==> src/rtl/io_bus_pkg.sv <==
// rtl/io_bus_pkg.sv - shared states, CSR offsets and status layout for the I/O bus controller
package io_bus_pkg;

   typedef enum logic [1:0] {IDLE, ACTIVE, CSR, ERR} state_t;

   localparam int CSR_STATUS = 0;
   localparam int CSR_COUNT  = 1;

   localparam logic [31:0] ERR_DATA = 32'hFFFF_FFFF;

   localparam int ST_VALID_BIT = 31;
   localparam int ST_WE_BIT    = 30;
   localparam int ST_OVF_BIT   = 29;
   localparam int ST_ADDR_W    = 22;

   // Word-0 status: {valid, fault_we, overflow, 7'b0, fault_addr[23:2]}
   function automatic logic [31:0] pack_status(input logic valid, input logic fault_we,
                                               input logic overflow,
                                               input logic [ST_ADDR_W-1:0] fault_addr);
      logic [31:0] w;
      w = '0;
      w[ST_VALID_BIT] = valid;
      w[ST_WE_BIT] = fault_we;
      w[ST_OVF_BIT] = overflow;
      w[ST_ADDR_W-1:0] = fault_addr;
      return w;
   endfunction

endpackage

==> src/rtl/io_bus_if.sv <==
// rtl/io_bus_if.sv - CPU-side and peripheral-side signals of the I/O region
interface io_bus_if #(
   parameter int NUM_SLV = 7
) ();
   logic                   stb;
   logic                   we;
   logic [23:2]            addr;
   logic [31:0]            data_in;
   logic [31:0]            data_out;
   logic                   ack;
   logic                   sel;
   logic                   irq;
   logic [NUM_SLV-1:0]     slv_stb;
   logic [NUM_SLV-1:0]     slv_ack;
   logic [32*NUM_SLV-1:0]  slv_dout;

   modport master (
      output stb, we, addr, data_in, slv_ack, slv_dout,
      input  data_out, ack, sel, irq, slv_stb
   );

   modport slave (
      input  stb, we, addr, data_in, slv_ack, slv_dout,
      output data_out, ack, sel, irq, slv_stb
   );
endinterface

==> src/rtl/io_bus_fault.sv <==
// rtl/io_bus_fault.sv - bus-timeout fault status: first faulting address, overflow and count
module io_bus_fault (
   input  logic        clk,
   input  logic        rst,
   input  logic        record,
   input  logic [23:2] rec_addr,
   input  logic        rec_we,
   input  logic        clr_status,
   input  logic        clr_cnt,
   output logic        valid,
   output logic        overflow,
   output logic        fault_we,
   output logic [23:2] fault_addr,
   output logic [15:0] fault_cnt
);

   always_ff @(posedge clk or posedge rst) begin
      if (rst) begin
         valid      <= 1'b0;
         overflow   <= 1'b0;
         fault_we   <= 1'b0;
         fault_addr <= '0;
         fault_cnt  <= '0;
      end else begin
         // Only the first fault keeps its address; later ones just flag overflow
         if (record) begin
            if (!valid) begin
               valid      <= 1'b1;
               fault_addr <= rec_addr;
               fault_we   <= rec_we;
            end else begin
               overflow <= 1'b1;
            end
            if (fault_cnt != 16'hFFFF) fault_cnt <= fault_cnt + 16'd1;
         end
         if (clr_status) begin
            valid      <= 1'b0;
            overflow   <= 1'b0;
            fault_we   <= 1'b0;
            fault_addr <= '0;
         end
         if (clr_cnt) fault_cnt <= '0;
      end
   end

endmodule

==> src/rtl/io_bus_ctrl.sv <==
// rtl/io_bus_ctrl.sv - I/O window decoder, slave strobe/ack forwarding and bus timeout
module io_bus_ctrl
   import io_bus_pkg::*;
#(
   parameter int          IDX_W      = 3,
   parameter int          SLOT_LOG2  = 1,
   parameter int          NUM_SLV    = 7,
   parameter logic [23:2] BASE       = 22'h3FFFE0,
   parameter int          TMO_CYCLES = 255
) (
   input logic      clk,
   input logic      rst,
   io_bus_if.slave  bus
);

   localparam int DEC_LO = IDX_W + SLOT_LOG2 + 2;
   localparam logic [15:0] TMO_LIMIT = 16'(TMO_CYCLES);

   state_t               state, state_nxt;
   logic [IDX_W-1:0]     idx_q;
   logic [SLOT_LOG2-1:0] word_q;
   logic                 we_q;
   logic [23:2]          addr_q;
   logic [15:0]          count, count_nxt, count_inc;

   logic                 sel;
   logic [IDX_W-1:0]     dec_idx;
   logic [SLOT_LOG2-1:0] dec_word;
   logic                 hit_ack;
   logic [31:0]          hit_dout;
   logic [NUM_SLV-1:0]   stb_vec;
   logic [NUM_SLV-1:0]   slv_stb;
   logic                 ack;
   logic [31:0]          rdata;
   logic [31:0]          csr_rdata;
   logic                 record, clr_status, clr_cnt;
   logic                 valid, overflow, fault_we;
   logic [23:2]          fault_addr;
   logic [15:0]          fault_cnt;
   logic                 unused_data_in;

   // Slaves latch write data straight off the CPU bus; CSR writes only need the strobe
   assign unused_data_in = ^bus.data_in;

   assign sel       = bus.stb && (bus.addr[23:DEC_LO] == BASE[23:DEC_LO]);
   assign dec_idx   = bus.addr[DEC_LO-1:SLOT_LOG2+2];
   assign dec_word  = bus.addr[SLOT_LOG2+1:2];
   assign count_inc = count + 16'd1;

   always_ff @(posedge clk or posedge rst) begin
      if (rst) begin
         state  <= IDLE;
         count  <= '0;
         idx_q  <= '0;
         word_q <= '0;
         we_q   <= 1'b0;
         addr_q <= '0;
      end else begin
         state <= state_nxt;
         count <= count_nxt;
         if (state == IDLE && sel) begin
            idx_q  <= dec_idx;
            word_q <= dec_word;
            we_q   <= bus.we;
            addr_q <= bus.addr;
         end
      end
   end

   always_comb begin
      hit_ack  = 1'b0;
      hit_dout = '0;
      stb_vec  = '0;
      for (int i = 0; i < NUM_SLV; i++) begin
         if (idx_q == IDX_W'(i)) begin
            hit_ack    = bus.slv_ack[i];
            hit_dout   = bus.slv_dout[32*i +: 32];
            stb_vec[i] = 1'b1;
         end
      end
   end

   always_comb begin
      csr_rdata = '0;
      if (word_q == SLOT_LOG2'(CSR_STATUS))
         csr_rdata = pack_status(valid, fault_we, overflow, fault_addr);
      else if (word_q == SLOT_LOG2'(CSR_COUNT))
         csr_rdata = {16'b0, fault_cnt};
   end

   always_comb begin
      state_nxt  = state;
      count_nxt  = count;
      ack        = 1'b0;
      rdata      = '0;
      slv_stb    = '0;
      record     = 1'b0;
      clr_status = 1'b0;
      clr_cnt    = 1'b0;
      case (state)
         IDLE: begin
            if (sel) begin
               if (int'(dec_idx) < NUM_SLV) begin
                  state_nxt = ACTIVE;
                  count_nxt = '0;
               end else if (int'(dec_idx) == NUM_SLV) begin
                  state_nxt = CSR;
               end else begin
                  state_nxt = ERR;
               end
            end
         end
         ACTIVE: begin
            if (!bus.stb) begin
               state_nxt = IDLE;
            end else begin
               slv_stb = stb_vec;
               // An ack arriving on the timeout cycle still completes normally
               if (hit_ack) begin
                  ack       = 1'b1;
                  rdata     = hit_dout;
                  state_nxt = IDLE;
               end else begin
                  count_nxt = count_inc;
                  if (count_inc == TMO_LIMIT) state_nxt = ERR;
               end
            end
         end
         CSR: begin
            state_nxt = IDLE;
            if (bus.stb) begin
               ack   = 1'b1;
               rdata = csr_rdata;
               if (we_q) begin
                  clr_status = (word_q == SLOT_LOG2'(CSR_STATUS));
                  clr_cnt    = (word_q == SLOT_LOG2'(CSR_COUNT));
               end
            end
         end
         ERR: begin
            state_nxt = IDLE;
            if (bus.stb) begin
               ack    = 1'b1;
               rdata  = ERR_DATA;
               record = 1'b1;
            end
         end
         default: state_nxt = IDLE;
      endcase
   end

   io_bus_fault u_fault (
      .clk        (clk),
      .rst        (rst),
      .record     (record),
      .rec_addr   (addr_q),
      .rec_we     (we_q),
      .clr_status (clr_status),
      .clr_cnt    (clr_cnt),
      .valid      (valid),
      .overflow   (overflow),
      .fault_we   (fault_we),
      .fault_addr (fault_addr),
      .fault_cnt  (fault_cnt)
   );

   assign bus.sel      = sel;
   assign bus.ack      = ack;
   assign bus.data_out = rdata;
   assign bus.slv_stb  = slv_stb;
   assign bus.irq      = valid;

endmodule

==> src/flat_wrapper.sv <==
// flat-port wrapper written by rule: the top's interface ports become plain ports
module io_bus_ctrl_flat import io_bus_pkg::*;
#(
   parameter int          IDX_W      = 3,
   parameter int          SLOT_LOG2  = 1,
   parameter int          NUM_SLV    = 7,
   parameter logic [23:2] BASE       = 22'h3FFFE0,
   parameter int          TMO_CYCLES = 255
)
  (clk, rst, bus_stb, bus_we, bus_addr, bus_data_in, bus_slv_ack, bus_slv_dout, bus_data_out, bus_ack, bus_sel, bus_irq, bus_slv_stb);
  io_bus_if #(.NUM_SLV(NUM_SLV)) bus_i ();
  input logic clk;
  input logic rst;
  input wire logic [$bits(bus_i.stb)-1:0] bus_stb;
  input wire logic [$bits(bus_i.we)-1:0] bus_we;
  input wire logic [$bits(bus_i.addr)-1:0] bus_addr;
  input wire logic [$bits(bus_i.data_in)-1:0] bus_data_in;
  input wire logic [$bits(bus_i.slv_ack)-1:0] bus_slv_ack;
  input wire logic [$bits(bus_i.slv_dout)-1:0] bus_slv_dout;
  output wire logic [$bits(bus_i.data_out)-1:0] bus_data_out;
  output wire logic [$bits(bus_i.ack)-1:0] bus_ack;
  output wire logic [$bits(bus_i.sel)-1:0] bus_sel;
  output wire logic [$bits(bus_i.irq)-1:0] bus_irq;
  output wire logic [$bits(bus_i.slv_stb)-1:0] bus_slv_stb;
  assign bus_i.stb = bus_stb;
  assign bus_i.we = bus_we;
  assign bus_i.addr = bus_addr;
  assign bus_i.data_in = bus_data_in;
  assign bus_i.slv_ack = bus_slv_ack;
  assign bus_i.slv_dout = bus_slv_dout;
  assign bus_data_out = bus_i.data_out;
  assign bus_ack = bus_i.ack;
  assign bus_sel = bus_i.sel;
  assign bus_irq = bus_i.irq;
  assign bus_slv_stb = bus_i.slv_stb;
  io_bus_ctrl #(.IDX_W(IDX_W), .SLOT_LOG2(SLOT_LOG2), .NUM_SLV(NUM_SLV), .BASE(BASE), .TMO_CYCLES(TMO_CYCLES)) u_core (.clk(clk), .rst(rst), .bus(bus_i));
endmodule
==> config.mk <==
export PLATFORM = sky130hd
export DESIGN_NAME = io_bus_ctrl_flat
export DESIGN_NICKNAME = d
export VERILOG_FILES = /design/src/rtl/io_bus_pkg.sv /design/src/rtl/io_bus_if.sv /design/src/rtl/io_bus_fault.sv /design/src/rtl/io_bus_ctrl.sv /design/src/flat_wrapper.sv
export SDC_FILE = /design/constraint.sdc
export NUM_CORES = 1
export LEC_CHECK = 0
export ABC_CLOCK_PERIOD_IN_PS = 3100
export CORE_AREA = 5 5 125 127
export DETAILED_ROUTE_END_ITERATION = 16
export DIE_AREA = 0 0 130 132
export DONT_BUFFER_PORTS = 1
export SYNTH_ARGS = -nofsm -noshare
export SYNTH_HDL_FRONTEND = slang
export SYNTH_SLANG_ARGS = --single-unit
==> constraint.sdc <==
create_clock -name clk -period 3.1 [get_ports clk]
set_input_delay 0.465 -clock clk [delete_from_list [all_inputs] [get_ports clk]]
set_output_delay 0.465 -clock clk [all_outputs]
set_load 0.005 [all_outputs]
Word-level counts from Yosys, hierarchy flattened
Index checks and enable logic that the tools add are counted.
- $add $sub $neg: 2
- $lt $le $gt $ge: 1
- equal/unequal tests: 19
- mux-type cells: 66
- bitwise operators: 1
- reduce and logical (&&, ||, !) cells: 15
- operator list (operator ; count):
    $mux W32 ; 12
    $mux W16 ; 7
    $pmux W32 S3 ; 1
    $mux W22 ; 3
    $mux W1 ; 33
    $add A16 B1 Y16 const B ; 2
    $pmux W16 S2 ; 1
    $eq A18 B18 Y1 const B ; 1
    $eq A16 B8 Y1 const B ; 1
    $ne A16 B16 Y1 const B ; 1
    $mux W7 ; 2
    $mux W2 ; 5
    $reduce_bool A2 Y1 ; 5
    $eq A3 B3 Y1 const B ; 3
    $reduce_and A2 Y1 ; 4
    $eq A3 B1 Y1 const B ; 2
    $eq A3 B2 Y1 const B ; 2
    $ne A2 B2 Y1 const B ; 3
    $pmux W2 S3 ; 1
    $reduce_and A5 Y1 ; 1
    $eq A2 B2 Y1 const B ; 2
    $ne A2 B1 Y1 const B ; 2
    $ne A4 B2 Y1 const B ; 1
    $logic_not A3 Y1 ; 1
    other kinds (7) ; 8
- register bits after elaboration: 86
- bits of input ports: 289
- output and inout bits: 42
- logic and storage cells: 115

Depth between registers and ports, before layout
- depth after elaboration: 11
- depth in mapped cells: 9
- gate-level depth less buffers: 7

Hierarchy
Synthesis repeated with hierarchy kept, for this count alone.
- cells, all modules: 674
- area, all modules: 6312.3 µm²
- by module, submodules not included (module ; instances ; cells an instance ; area each (µm²) ; seq. area each (µm²)):
    io_bus_ctrl ; 1 ; 506 ; 4446.8 ; 1026.0
    io_bus_fault ; 1 ; 168 ; 1865.5 ; 1026.0

Worst setup path after synthesis
No wires, ideal clock.
- kind: register to output
- start point: reg, netlist name u_core.addr_q[4]
- end point: out bus_data_out[14]
- arrival time: 1.789 ns
- setup slack: 0.846 ns
- stages on the path, launching flop included: 10
- path buffers: 3
- path through: dfrtp_1 -> buf_6 -> nor2b_1 -> clkbuf_1 -> buf_1 -> a22o_1 -> nand2_1 -> o211ai_1 -> o21ai_0 -> o22ai_1
- RTL lines (element ; line ; source):
    to (decl) ; flat_wrapper.sv:20 ; output wire logic [$bits(bus_i.data_out)-1:0] bus_data_out;

==> impl_results.html <==
<table>
<tr><th>Metric</th><th>Value</th></tr>
<tr><th colspan="2">Cells and area</th></tr>
<tr><td>Final instance area</td><td>0.00673 mm2</td></tr>
<tr><td>Area growth from synthesis to layout</td><td>9.62%</td></tr>
<tr><td>Count of filler cells inserted in the layout</td><td>~1400</td></tr>
<tr><td>Final cell utilization of the core</td><td>47.0%</td></tr>
<tr><td>Share of layout cells above drive strength 1</td><td>a little under a tenth</td></tr>
<tr><td>Count of nets after finishing</td><td>~1000</td></tr>
<tr><td>Final standard cell count with taps included and fillers excluded</td><td>about 900</td></tr>
<tr><th colspan="2">Global route</th></tr>
<tr><td>Overflow after GRT</td><td>0</td></tr>
<tr><td>Initial antenna violation count</td><td>7</td></tr>
<tr><td>GRT Util Overall</td><td>a little over a quarter</td></tr>
<tr><td>Wire length of the first global-routing pass</td><td>35300 um</td></tr>
<tr><td>Maximum number of pins on one net before global-route repair</td><td>57</td></tr>
<tr><td>Via count of the first global-routing pass</td><td>~5900</td></tr>
<tr><th colspan="2">Logic synthesis</th></tr>
<tr><td>Top cell type by total area after synthesis</td><td>sky130_fd_sc_hd__dfrtp_1</td></tr>
<tr><td>Top cell type's share of synthesized area</td><td>approximately a third</td></tr>
<tr><td>Post-synth cell types</td><td>53</td></tr>
<tr><td>Cell types occupying the most area after synthesis</td><td>sky130_fd_sc_hd__dfrtp_1, sky130_fd_sc_hd__a22o_1, sky130_fd_sc_hd__o21ai_0</td></tr>
<tr><td>Cells after synthesis</td><td>roughly 760</td></tr>
<tr><td>Yosys reg bits</td><td>slightly above 80</td></tr>
<tr><td>Total nets after synthesis</td><td>1048</td></tr>
<tr><td>Share of synthesized flip-flops with an asynchronous set or reset</td><td>100%</td></tr>
<tr><td>Number of warnings printed during yosys synthesis</td><td>0</td></tr>
<tr><td>Synthesized area</td><td>0.00614 mm2</td></tr>
<tr><td>Top_reg_cell synth</td><td>sky130_fd_sc_hd__dfrtp_1</td></tr>
<tr><td>Average cell area after synthesis</td><td>around 8.1 um2</td></tr>
<tr><td>Number of enable flip-flop cells after synthesis</td><td>0</td></tr>
<tr><td>Sequential share of the synthesized area</td><td>33.4%</td></tr>
<tr><th colspan="2">Run</th></tr>
<tr><td>Number of maximum-capacitance violations</td><td>0</td></tr>
<tr><th colspan="2">Die</th></tr>
<tr><td>Horiz. Die Dim</td><td>~130 um</td></tr>
<tr><td>Die height</td><td>about 130 um</td></tr>
<tr><td>I/O pins</td><td>roughly 330</td></tr>
<tr><td>Starting density of the core</td><td>42.9%</td></tr>
<tr><td>Number of placement rows</td><td>44</td></tr>
<tr><td>Full die area</td><td>~0.017 mm2</td></tr>
<tr><td>Std-Cell Core Area</td><td>between 0.01 and 0.015 mm2</td></tr>
<tr><th colspan="2">Timing</th></tr>
<tr><td>Final Hold Viols</td><td>0</td></tr>
<tr><td>Maximum clock skew at final layout</td><td>0.00515 ns</td></tr>
<tr><td>Maximum clock rate</td><td>337 MHz</td></tr>
<tr><td>Final Critical Period</td><td>2.97 ns</td></tr>
<tr><td>Relative slew margins</td><td>56.1%</td></tr>
<tr><td>Share of the cycle needed by the critical path after routing</td><td>about 96%</td></tr>
<tr><td>Slew Limit Fails</td><td>0</td></tr>
<tr><td>Setup repair after global routing missed its margin</td><td>no</td></tr>
<tr><td>Setup Viol. Count Final</td><td>0</td></tr>
<tr><td>Worst-Margin Slew</td><td>approximately 0.66 ns</td></tr>
<tr><td>TNS Setup</td><td>0 ns</td></tr>
<tr><th colspan="2">Power</th></tr>
<tr><td>Pleak</td><td>2.69 nW</td></tr>
<tr><td>Largest voltage drop on the vdd net</td><td>0.251 mV</td></tr>
<tr><td>Internal power</td><td>0.00176 W</td></tr>
<tr><td>Net switching component of the power</td><td>between 0.0004 and 0.0005 W</td></tr>
<tr><td>Switching part of the total power</td><td>21.5%</td></tr>
<tr><td>Proportion of power drawn by flip-flops and latches</td><td>a little under half</td></tr>
<tr><td>Combinational power share</td><td>4.5%</td></tr>
<tr><td>Power density relative to cell area</td><td>roughly 330 mW/mm2</td></tr>
<tr><td>Fraction of power consumed by the clock network</td><td>a little under half</td></tr>
<tr><th colspan="2">Critical path</th></tr>
<tr><td>Ordered list of cells on the worst path</td><td>inv_1 -&gt; a21boi_0 -&gt; o311ai_2 -&gt; o211ai_1 -&gt; buf_6 -&gt; o22ai_1 -&gt; buf_4</td></tr>
<tr><td>CP startpoint</td><td>u_core.addr_q[4]$_DFFE_PP0P_</td></tr>
<tr><td>WP data arrival</td><td>about 2.5 ns</td></tr>
<tr><td>Required time at the worst-slack endpoint</td><td>~2.6 ns</td></tr>
<tr><td>Critical Path Slowest Stage Cell</td><td>sky130_fd_sc_hd__dfrtp_4</td></tr>
<tr><td>Kind of critical path</td><td>reg -&gt; out</td></tr>
<tr><td>Kind of launch point of the worst setup path</td><td>flop</td></tr>
<tr><td>Crit-path max cell delay</td><td>roughly 0.57 ns</td></tr>
<tr><td>Launch point of the worst reg-to-reg path</td><td>u_core.addr_q[4]$_DFFE_PP0P_</td></tr>
<tr><td>Category of the worst setup path capture point</td><td>output port</td></tr>
<tr><td>Largest driver fanout on the critical path</td><td>32</td></tr>
<tr><th colspan="2">Routing</th></tr>
<tr><td>Post-detailed-route wirelength per cell</td><td>about 26 um</td></tr>
<tr><td>Vias post-DR</td><td>slightly below 6000</td></tr>
<tr><td>Iteration-0 DRC count of the detailed router</td><td>around 350</td></tr>
<tr><td>Count of TritonRoute iterations in the first routing pass</td><td>5</td></tr>
<tr><td>Final antenna-violating net count</td><td>0</td></tr>
<tr><td>Post-route DRC violation count</td><td>0</td></tr>
<tr><td>Routed wire length</td><td>about 24000 um</td></tr>
<tr><td>Detailed-route vias per instance</td><td>about 6.4</td></tr>
<tr><th colspan="2">Place</th></tr>
<tr><td>Weighted congestion reported at the end of routability-driven placement</td><td>between 0.9 and 1</td></tr>
<tr><td>Placement Cell Area</td><td>0.00640 mm2</td></tr>
<tr><td>Number of cells after detailed placement</td><td>approximately 900</td></tr>
<tr><td>Number of input and output port buffers inserted</td><td>0</td></tr>
<tr><td>Sum of net half-perimeters after detailed placement</td><td>18500 um</td></tr>
<tr><th colspan="2">CTS</th></tr>
<tr><td>Clk root buf</td><td>sky130_fd_sc_hd__clkbuf_16</td></tr>
<tr><td>Buffer levels on the longest clock path</td><td>2</td></tr>
<tr><td>Quantity of hold-fixing buffers added after cts</td><td>0</td></tr>
<tr><td>Number of H-tree levels</td><td>3</td></tr>
<tr><td>Clock Sink Count</td><td>between 80 and 90</td></tr>
<tr><td>Reg clk slew, reported paths</td><td>about 0.060 ns</td></tr>
<tr><td>Source-to-sink clock delay at the later pin of the worst-skew pair</td><td>0.34 ns</td></tr>
<tr><td>Total CTS buffers</td><td>9</td></tr>
<tr><td>CTS tree</td><td>built</td></tr>
<tr><th colspan="2">Run status</th></tr>
<tr><td>Run status</td><td>completed</td></tr>
<tr><th colspan="2">Hold path</th></tr>
<tr><td>Min-delay worst type</td><td>in -&gt; async</td></tr>
</table>
-- layout by cell type (no fill, tap or decap), types with 9 or more instances in the layout --
cell	Yosys	layout
sky130_fd_sc_hd__nand4_1	13	13
sky130_fd_sc_hd__o21ai_0	89	89
sky130_fd_sc_hd__nand2b_1	22	22
sky130_fd_sc_hd__inv_1	12	11
sky130_fd_sc_hd__a211oi_1	17	17
sky130_fd_sc_hd__clkbuf_16	0	9
sky130_fd_sc_hd__xor2_1	13	13
sky130_fd_sc_hd__mux2i_1	40	40
sky130_fd_sc_hd__o211ai_1	23	23
sky130_fd_sc_hd__a221oi_1	9	9
sky130_fd_sc_hd__nand2_1	62	62
sky130_fd_sc_hd__and3_1	9	9
sky130_fd_sc_hd__a21oi_1	45	45
sky130_fd_sc_hd__nor2_1	60	60
sky130_fd_sc_hd__buf_4	1	29
sky130_fd_sc_hd__dfrtp_1	82	80
sky130_fd_sc_hd__nor2b_1	22	19
sky130_fd_sc_hd__a22o_1	51	51
sky130_fd_sc_hd__nand3_1	21	21
sky130_fd_sc_hd__o22ai_1	18	18
-- logic make-up (layout without fill, tap and decap cells) --
family                   after synthesis  count (layout)  share of synthesized area [%]
AO/OA/AOI/OAI                        282             282                           30.0
XOR/XNOR                              21              21                           3.00
flip-flops                            82              82                           33.4
other                                  0               2                              0
AND/OR/NAND/NOR                      240             240                           19.4
multiplexers                          49              49                           8.36
buffers and inverters                 79              63                           5.22
adder cells (fa/ha/maj)                3               3                          0.611
-- final timing paths --
path | slack, ns | cells past startpoint | to
max | 0.13 | 7 | bus_data_out[4]
min | 0.04 | 1 | u_core.u_fault.fault_cnt[11]$_DFFE_PP0P_
max reg2reg | 0.49 | 8 | u_core.count[3]$_DFFE_PP0P_
min reg2reg | 0.47 | 1 | u_core.addr_q[19]$_DFFE_PP0P_
max in group asynchronous | 2.38 | 2 | u_core.u_fault.fault_addr[2]$_DFFE_PP0P_
min in group clk | 0.28 | 1 | u_core.addr_q[3]$_DFFE_PP0P_
-- stage by stage --
step / worst slack (ns) / total power (W) / hold WS [ns]
after global placement: 0.437 / 0.00119 / 0.396
after CTS: 0.0119 / 0.00226 / 0.0441
after floorplan: 0.527 / 0.00116 / 0.435
after global routing: 0.0390 / 0.00232 / 0.0804
after detailed placement: 0.373 / 0.00119 / 0.403
final: 0.132 / 0.00224 / 0.0360
-- power groups by stage --
stage                     clock [W]  combinational, W  sequential (W)
final                       0.00107          0.000101         0.00107
after global routing        0.00113          0.000115         0.00107
after global placement            0         0.0000995         0.00109
after CTS                   0.00109          0.000102         0.00107
after detailed placement          0          0.000101         0.00109
after floorplan                   0         0.0000727         0.00109
-- metal layers --
metal	GRT usage (%)	wire length [um]	up-vias	share of wire, %
li1	-	-	2768	-
met4	8.37	536	10	2.3
met1	35.1	9660	2863	41
met2	42.8	11300	264	48
met5	0	57	-	0.24
met3	7.41	2240	46	9.4
-- synth_stat cells (9+ instances only) --
cell type	count
sky130_fd_sc_hd__a211oi_1	17
sky130_fd_sc_hd__a21oi_1	45
sky130_fd_sc_hd__a221oi_1	9
sky130_fd_sc_hd__a22o_1	51
sky130_fd_sc_hd__and3_1	9
sky130_fd_sc_hd__clkbuf_1	54
sky130_fd_sc_hd__dfrtp_1	82
sky130_fd_sc_hd__inv_1	12
sky130_fd_sc_hd__mux2i_1	40
sky130_fd_sc_hd__nand2_1	62
sky130_fd_sc_hd__nand2b_1	22
sky130_fd_sc_hd__nand3_1	21
sky130_fd_sc_hd__nand4_1	13
sky130_fd_sc_hd__nor2_1	60
sky130_fd_sc_hd__nor2b_1	22
sky130_fd_sc_hd__o211ai_1	23
sky130_fd_sc_hd__o21ai_0	89
sky130_fd_sc_hd__o22ai_1	18
sky130_fd_sc_hd__xor2_1	13
-- flip-flops by register name, summed over array words and instances (netlist names) --
register,cells
u_core.addr_q,22
u_core.count,16
u_core.state,2
u_core.u_fault.fault_addr,22
u_core.u_fault.fault_cnt,16
u_core.u_fault.fault_we,1
u_core.u_fault.overflow,1
u_core.u_fault.valid,1
u_core.we_q,1
-- layout make-up --
cell class	count	area [um2]	area share (%)
multi-input combinational	595	3780	56.2
sequential	82	2060	30.6
timing repair buffer	35	312	4.63
clock buffer	12	246	3.66
tap	184	230	3.42
clock inverter	4	51.3	0.762
inverter	12	46.3	0.688
antenna	2	5.00	0.0744
-- critical path: cells and delay by family, from the launching register on --
kind                   cells  cell delay, ns
buffers and inverters      3            0.63
flip-flops                 1            0.57
AO/OA/AOI/OAI              4            0.96
-- repair_timing --
item | CTS | global route
resized for setup | 1 | 3
buffers inserted | 0 | 1
endpoints found under the setup margin | 1 | 11
endpoints found under the hold margin | 0 | 0
Power figures use the tool's default switching activity.
==> RTL edit: new RTL, same settings <==
Re-encode `state_t` (4 states) as Gray code, 2 bits wide.
--- a/src/rtl/io_bus_pkg.sv
+++ b/src/rtl/io_bus_pkg.sv
@@ -3,3 +3,3 @@
 
-   typedef enum logic [1:0] {IDLE, ACTIVE, CSR, ERR} state_t;
+   typedef enum logic [1:0] {IDLE = 2'b00, ACTIVE = 2'b01, CSR = 2'b11, ERR = 2'b10} state_t;
 
Check against the original RTL: no difference found for any inputs over 10 cycles, from zero or initial values and one cycle with rst high; not proved beyond that.
==> RTL edit against the original RTL <==
Core utilization is 0.22 points lower; sequential share of layout area is 0.14 points higher; design area is 0.46% lower; total power is 5.5% lower; die area stayed put; clock skew hardly changed; routed wire length is 5.9% lower; hold slack worse by 0.0016 ns; clock power is 12% lower; synthesized area is 0.39% lower; cell count stayed put; setup slack better by 0.053 ns; sequential cell count stayed put.
==> RTL edit: results (changes against the original RTL) <==
* Status: finished, final reports clean
* First-pass GRT wire length at 33100 um (-6.3%)
* R2R Path End: u_core.u_fault.fault_addr[13]
* Yosys warnings at 0 (unchanged)
* Post-CTS sizing at 0 (-1)
* FF-to-FF Start: u_core.state[0]
* Met3 Use GR at 4.78% (-2.6 points)
* Largest net degree at the start of global routing at 67 (+18%)
* Top cells by count, synth: 105 x o21ai_0, 82 x dfrtp_1, 64 x nor2_1
* Setup crit end: bus_data_out[0]
* FF-to-FF setup slack at 0.79 ns (+0.30 ns)
* WL met3 at 1780 um (-20%)
* Drt total wl at 22400 um (-5.9%)
* DR vias/cell at 6.39 (-0.52%)
* Total track usage at 24.7% (-2.1 points)
* Worst Skew at 0.00486 ns (-0.000292 ns)
* Setup WS pre-CTS at 0.449 ns (+0.0759 ns)
* Vias in the first global route at 5658 (-4.1%)
* Met1 wire length at 9360 um (-3.1%)
* Worst ir drop on vdd at 232 uV (-7.6%)
* P_leak at 2.70 nW (+0.36%)
* Fin crit share at 94.0% (-1.7 points)
* Worst EP arrival at 2.45 ns (-0.05 ns)
* Initial antenna violation count at 2 (-5)
* DR iter-0 viols at 523 (+49%)
* Grt met1 use at 33.6% (-1.5 points)
* Share of layout cells above drive strength 1 at 9.58% (+0.39 points)
* Max Fanout on Critical Path at 32 (unchanged)
* Gpl congestion at 0.918 (+1.0%)
* Synth top area cells: dfrtp_1 34%, o21ai_0 8.6%, a22o_1 7.7%
* Syn nets at 1044 (-0.38%)
* Routing usage on met2 at 39.6% (-3.2 points)
* R2R cell count at 7 (-1)
* Slew HR at 54.8% (-1.4 points)
* Fillers at 1388 (-1.1%)
==> RTL edit: stage by stage <==
stage / area, um2 / hold WS, ns / util [%] / power (mW) / cells
after floorplan: 6120 / 0.435 / - / 1.16 / 752
after global placement: 6410 / 0.405 / 44.8 / 1.19 / 908
after detailed placement: 6410 / 0.410 / 44.8 / 1.19 / 908
after CTS: 6670 / 0.0551 / 46.6 / 2.14 / 923
after global routing: 6700 / 0.0753 / 46.8 / 2.20 / 926
final: 6700 / 0.0343 / 46.8 / 2.12 / 926
==> RTL edit: cells by family after synthesis <==
| group | count (synthesis) | share of synthesized area (%) |
|---|---|---|
| AOI/OAI and AO/OA | 293 | 31.2 |
| adders and majority gates | 3 | 0.614 |
| DFF | 82 | 33.6 |
| and+or+nand+nor | 240 | 20.0 |
| muxes | 48 | 7.98 |
| xor gates and xnor gates | 14 | 2.00 |
| buffers and inverters | 72 | 4.60 |
==> RTL edit: cell type report <==
| type | instances | area, um2 | share of cell area (%) |
|---|---|---|---|
| Tap cell | 184 | 230 | 3.44 |
| Sequential cell | 82 | 2060 | 30.7 |
| Clock inverter | 5 | 32.5 | 0.486 |
| Timing Repair Buffer | 40 | 329 | 4.91 |
| Antenna cell | 1 | 2.50 | 0.0374 |
| Clock buffer | 10 | 229 | 3.42 |
| Multi-Input combinational cell | 598 | 3790 | 56.6 |
| Inverter | 6 | 23.8 | 0.355 |
==> RTL edit: worst min-delay path by stage <==
stage,endpoint,depth (start not counted)
after CTS,u_core.count[9],1
after detailed placement,u_core.count[1],1
final,u_core.count[1],1
after floorplan,u_core.addr_q[10],1
after global placement,u_core.count[0],1
after global routing,u_core.count[9],1
==> RTL edit: where the power goes <==
part	switching, mW	internal [mW]
Sequential	0.0000421	1.07
Clock	0.412	0.535
Combinational	0.0603	0.0391
